## src/rtl/pam_pulse_detector.sv

```systemverilog
// pam_pulse_detector: receive-side PAM frame recogniser.
// Finds "pulse, short gap, pulse" after a long quiet period and reports pulse widths,
// the inter-pulse gap and pulse peaks; malformed frames raise err with a code.
// Optional build macro: PAM_STATS_EN (pair/error counters; tied to 0 when undefined).
module pam_pulse_detector #(
    parameter int unsigned DATA_W    = 8,
    parameter int unsigned THRESH    = 128,
    parameter int unsigned PULSE_LEN = 101,
    parameter int unsigned LEN_TOL   = 4,
    parameter int unsigned SHORT_GAP = 2000,
    parameter int unsigned GAP_TOL   = 16,
    parameter int unsigned MIN_QUIET = 90000,
    parameter int unsigned CNT_W     = 17
) (
    input  logic              clk,
    input  logic              rst,
    input  logic              sample_valid,
    input  logic [DATA_W-1:0] sample,
    output logic              pair_valid,
    output logic [CNT_W-1:0]  width1,
    output logic [CNT_W-1:0]  width2,
    output logic [CNT_W-1:0]  gap_len,
    output logic [DATA_W-1:0] peak1,
    output logic [DATA_W-1:0] peak2,
    output logic              err,
    output logic [1:0]        err_code,
    output logic              busy,
    output logic [15:0]       pair_cnt,
    output logic [15:0]       err_cnt
);

    localparam logic [DATA_W-1:0] ThreshV   = DATA_W'(THRESH);
    localparam logic [CNT_W-1:0]  WidthMin  = CNT_W'(PULSE_LEN - LEN_TOL);
    localparam logic [CNT_W-1:0]  WidthMax  = CNT_W'(PULSE_LEN + LEN_TOL);
    localparam logic [CNT_W-1:0]  GapMin    = CNT_W'(SHORT_GAP - GAP_TOL);
    localparam logic [CNT_W-1:0]  GapMax    = CNT_W'(SHORT_GAP + GAP_TOL);
    localparam logic [CNT_W-1:0]  QuietMin  = CNT_W'(MIN_QUIET);
    localparam logic [1:0]        ErrWidth  = 2'd1;
    localparam logic [1:0]        ErrGap    = 2'd2;

    typedef enum logic [1:0] {StSync, StP1, StG1, StP2} state_e;

    state_e             state_q;
    logic [CNT_W-1:0]   quiet_q;
    logic [CNT_W-1:0]   width_q;
    logic [CNT_W-1:0]   gap_q;
    logic [DATA_W-1:0]  peak_q;
    // First-pulse results are held privately so published fields change only with pair_valid.
    logic [CNT_W-1:0]   w1_q;
    logic [DATA_W-1:0]  p1_q;

    logic               is_high;
    logic [CNT_W-1:0]   width_inc;
    logic [CNT_W-1:0]   gap_inc;
    logic [DATA_W-1:0]  peak_max;
    logic               width_ok;

    // Sample classification and counter increments for the current sample
    always_comb begin
        is_high   = (sample >= ThreshV);
        width_inc = width_q + CNT_W'(1);
        gap_inc   = gap_q + CNT_W'(1);
        peak_max  = (sample > peak_q) ? sample : peak_q;
        width_ok  = (width_q >= WidthMin) && (width_q <= WidthMax);
    end

    assign busy = (state_q != StSync);

    // Frame FSM with registered strobes and result fields
    always_ff @(posedge clk) begin
        if (rst) begin
            state_q    <= StSync;
            quiet_q    <= '0;
            width_q    <= '0;
            gap_q      <= '0;
            peak_q     <= '0;
            w1_q       <= '0;
            p1_q       <= '0;
            pair_valid <= 1'b0;
            err        <= 1'b0;
            err_code   <= '0;
            width1     <= '0;
            width2     <= '0;
            gap_len    <= '0;
            peak1      <= '0;
            peak2      <= '0;
        end else begin
            pair_valid <= 1'b0;
            err        <= 1'b0;
            if (sample_valid) begin
                case (state_q)
                    StSync: begin
                        if (!is_high) begin
                            if (quiet_q != '1) quiet_q <= quiet_q + CNT_W'(1);
                        end else if (quiet_q >= QuietMin) begin
                            state_q <= StP1;
                            width_q <= CNT_W'(1);
                            peak_q  <= sample;
                        end else begin
                            quiet_q <= '0;
                        end
                    end
                    StP1, StP2: begin
                        if (is_high) begin
                            if (width_inc > WidthMax) begin
                                err      <= 1'b1;
                                err_code <= ErrWidth;
                                state_q  <= StSync;
                                quiet_q  <= '0;
                            end else begin
                                width_q <= width_inc;
                                peak_q  <= peak_max;
                            end
                        end else if (!width_ok) begin
                            err      <= 1'b1;
                            err_code <= ErrWidth;
                            state_q  <= StSync;
                            quiet_q  <= '0;
                        end else if (state_q == StP1) begin
                            w1_q    <= width_q;
                            p1_q    <= peak_q;
                            gap_q   <= CNT_W'(1);
                            state_q <= StG1;
                        end else begin
                            width1     <= w1_q;
                            peak1      <= p1_q;
                            gap_len    <= gap_q;
                            width2     <= width_q;
                            peak2      <= peak_q;
                            pair_valid <= 1'b1;
                            state_q    <= StSync;
                            // The terminating low sample already counts toward the next quiet.
                            quiet_q    <= CNT_W'(1);
                        end
                    end
                    StG1: begin
                        if (!is_high) begin
                            if (gap_inc > GapMax) begin
                                err      <= 1'b1;
                                err_code <= ErrGap;
                                state_q  <= StSync;
                                quiet_q  <= '0;
                            end else begin
                                gap_q <= gap_inc;
                            end
                        end else if (gap_q >= GapMin) begin
                            state_q <= StP2;
                            width_q <= CNT_W'(1);
                            peak_q  <= sample;
                        end else begin
                            err      <= 1'b1;
                            err_code <= ErrGap;
                            state_q  <= StSync;
                            quiet_q  <= '0;
                        end
                    end
                    default: begin
                        state_q <= StSync;
                        quiet_q <= '0;
                    end
                endcase
            end
        end
    end

`ifdef PAM_STATS_EN
    // Wrapping event counters, stepped by the registered strobes
    always_ff @(posedge clk) begin
        if (rst) begin
            pair_cnt <= '0;
            err_cnt  <= '0;
        end else begin
            if (pair_valid) pair_cnt <= pair_cnt + 16'd1;
            if (err)        err_cnt  <= err_cnt + 16'd1;
        end
    end
`else
    assign pair_cnt = '0;
    assign err_cnt  = '0;
`endif

endmodule

```

## config.mk

```make
export PLATFORM = sky130hd
export DESIGN_NAME = pam_pulse_detector
export DESIGN_NICKNAME = d
export VERILOG_FILES = /design/src/rtl/pam_pulse_detector.sv
export SDC_FILE = /design/constraint.sdc
export NUM_CORES = 1
export LEC_CHECK = 0
export ABC_AREA = 1
export CAP_MARGIN = 20
export CORE_ASPECT_RATIO = 0.75
export CORE_MARGIN = 2
export CORE_UTILIZATION = 35
export CTS_BUF_LIST = sky130_fd_sc_hd__clkbuf_8
export CTS_CLUSTER_DIAMETER = 200
export CTS_CLUSTER_SIZE = 8
export DETAILED_ROUTE_END_ITERATION = 8
export PLACE_DENSITY_LB_ADDON = 0.25
export SLEW_MARGIN = 20
export SYNTH_ARGS = -nofsm -noshare
export SYNTH_HDL_FRONTEND = slang
export SYNTH_SLANG_ARGS = --single-unit
```

## constraint.sdc

```tcl
create_clock -name clk -period 3.6 [get_ports clk]
set_input_delay 0.72 -clock clk [delete_from_list [all_inputs] [get_ports clk]]
set_output_delay 0.72 -clock clk [all_outputs]
set_load 0.01 [all_outputs]
```

==> reports/results.tsv <==
metric	value	unit
status	finished clean	
antenna_found_initial	0	
gp_congestion	0.887	
num_rows	45	
critPathMaxStageDelay	0.36	ns
vias	6394	
synthCells	1023	
clockBufferDepth	2	
drc	0	
path_cells	ha_1 -> nand2_1 -> nor2_1 -> nand2_1 -> nor2_1 -> nand2_1 -> nor2_1 -> nand3_1 -> nor2_1 -> nand4_1 -> nor3_1 -> ha_1 -> o21ai_0 -> a21oi_1 -> nor2_1 -> nand4_4 -> buf_12 -> nand2_1 -> nand2_1 -> nor2_1	
slew_headroom	59.1	%
port_buffers	82	
rsz0062_at_grt	no	
start_util	35.9	%
synth_area_leaders	dfxtp_1 (43%), nand2_1 (8.9%), nor2_1 (8.7%)	
worst_path_most_repeated_cell	nor2_1	
synth_seq_area_share	43.1	%
tightest_slew	0.613	ns
hold_buffers	0	
crit_path_start_kind	register	
grt_usage	16.8	%
reg2reg_from	quiet_q[0]$_SDFFE_PP0P_	
cp.arrival	3.50	ns
hold_class	reg2reg	
place_inst	1355	
path_max_fanout	18	
hpwl	12400	µm
r2r_setup_slack	0.45	ns
avgSynthCellArea	7.13	µm²
cts_htree_levels	4	
clock-sinks	157	
synth_seq_cells	157	
drive_above_1_share	6.06	%
wirelength	18000	µm
coreArea	20300	µm²
yosysWarningCount	0	
dr.pass1.iters	5	
grt_overflow	0	
hold_viol	0	
clockRootBuffer	clkbuf_8	
diodes	0	
synth-edff-count	0	
fin_crit	3.15	ns
crit_path_top_delay_cell	dfxtp_1	
synthesis.area	7300	µm²
numCtsBuffers	17	
drt-initial-drc-count	514	
wl_per_cell	13.0	µm
postRouteAntennaNets	0	
p_leak	3.68	nW
setup-violations-final	0	
stdcell_count	1387	
cts_tree	yes	
max_clock_freq	0.317	GHz
synthFlopType	dfxtp_1	
clock_skew	0.0149	ns
crit_type	reg2reg	
grt_pass1_wl	29700	µm
area_delta_synth_final	18.6	%
synth.most_common_cell	nand2_1	
setup.worst_path.end_class	register	
multi_input_area	3450	µm²
grt_pass1_vias	5706	
p_per_area	378	nW/µm²
vias_per_cell	4.61	
startpoint	quiet_q[0]$_SDFFE_PP0P_	
cap_violations	0	
num_io_pins	115	
crit_required	3.95	ns
timing.setup.tns	0	ns
die_x	171	µm
grt_max_degree	85	
peakVddDrop	0.173	mV
yosys.area.top_type	dfxtp_1	
synth-async-reset-ratio	0	%
insertion_delay	0.46	ns
synth.top_cell.area_share	43.1	%
cts_setup_buffers	0	
maxSlewViolCount	0	
min_period_over_period	87.5	%
dieHeight	129	µm
die-area	22000	µm²
synthTopCellsByCount	nand2_1 (173), nor2_1 (169), dfxtp_1 (157), inv_1 (103), a21oi_1 (88)	
fillers	2112	
nets	1120	
synth_cell_types	34	
clk_pin_slew	0.09	ns
seq_area	3140	µm²
hold_path_startpoint	width2[13]$_SDFFE_PP0P_	
[path summary, 6_finish.rpt]
path                             end  cells past startpoint
max          quiet_q[1]$_SDFFE_PP0P_                     20
min          width2[13]$_SDFFE_PP0P_                      2
max reg2reg  quiet_q[1]$_SDFFE_PP0P_                     20
min reg2reg  width2[13]$_SDFFE_PP0P_                      2
[where the power goes]
part           internal, mW  leakage (nW)  switching, mW
logic                0.0721          2.22          0.148
registers              1.76          1.27         0.0235
clock network         0.522         0.187          0.748
total                  2.35          3.68          0.919
[routing by layer]
layer	GRT usage [%]	vias to the layer above	wire, µm
met4	4.93	0	167
met1	25.1	2902	9580
met2	24.3	118	7520
met3	3.39	15	763
li1	-	3359	-
met5	0	-	0
[flip-flops by register name, summed over array words and instances, names as in the netlist]
name        cells
gap_len        17
gap_q          17
quiet_q        17
w1_q           17
width1         17
width2         17
width_q        17
p1_q            8
peak1           8
peak2           8
peak_q          8
err_code        2
state_q         2
err             1
pair_valid      1
[final cells by class]
cell class	count	area share [%]
multi-input combinational	716	39.8
sequential	157	36.3
timing repair buffer	92	10.7
inverter	108	4.68
tap	282	4.08
clock buffer	18	2.86
clock inverter	14	1.47
[cells by family after synthesis]
logic type               synth area share (%)
AND/OR/NAND/NOR                          27.0
buffers and inverters                    11.5
other                                  0.0514
AO/OA/AOI/OAI                            13.0
flip-flops                               43.1
adder cells (fa/ha/maj)                  2.91
XOR/XNOR                                 2.52
[worst max-delay path: cells and delay by family, from the launching register on]
family	cells	cell delay, ns
and+or+nand+nor	15	1.92
AOI/OAI and AO/OA	2	0.20
DFF	1	0.36
buffers and inverters	1	0.18
adders and majority gates	2	0.37
[metrics by stage]
| stage | hold WS (ns) | area, µm² | worst slack [ns] | power (mW) | utilization [%] |
|---|---|---|---|---|---|
| 2_1_floorplan | 0.430 | 7410 | 1.09 | 2.00 | - |
| 6_report | 0.458 | 8650 | 0.449 | 3.27 | 42.6 |
| 4_1_cts | 0.460 | 8640 | 0.365 | 3.31 | 42.5 |
| 3_5_place_dp | 0.446 | 8270 | 0.323 | 2.04 | 40.7 |
| 3_3_place_gp | 0.443 | 8270 | 0.395 | 2.04 | 40.7 |
| 5_1_grt | 0.472 | 8650 | 0.0838 | 3.43 | 42.6 |
[repair_timing]
action / CTS / global route
resized for setup: 0 / 1
endpoints found under the setup margin: 0 / 8
hold endpoints to repair: 0 / 0
[placed cells by master (no fill, tap or decap), types with 3 or more instances in the layout]
master | Yosys | routed
nand3_1 | 50 | 50
a31oi_1 | 3 | 3
ha_1 | 17 | 17
clkdlybuf4s50_1 | 0 | 81
nand4_1 | 19 | 19
conb_1 | 1 | 32
clkinv_4 | 0 | 5
inv_6 | 0 | 4
inv_2 | 3 | 3
o21ai_1 | 7 | 7
clkbuf_8 | 0 | 18
inv_8 | 0 | 3
inv_1 | 103 | 103
a21oi_1 | 88 | 88
nor3_1 | 26 | 26
nand2_1 | 173 | 173
buf_12 | 0 | 3
nor2_1 | 169 | 169
o21ai_0 | 85 | 85
nand2_2 | 5 | 5
dfxtp_1 | 157 | 157
xor2_1 | 20 | 20
buf_4 | 36 | 7
nor2_2 | 7 | 7
(Power assumes the default switching activity.)
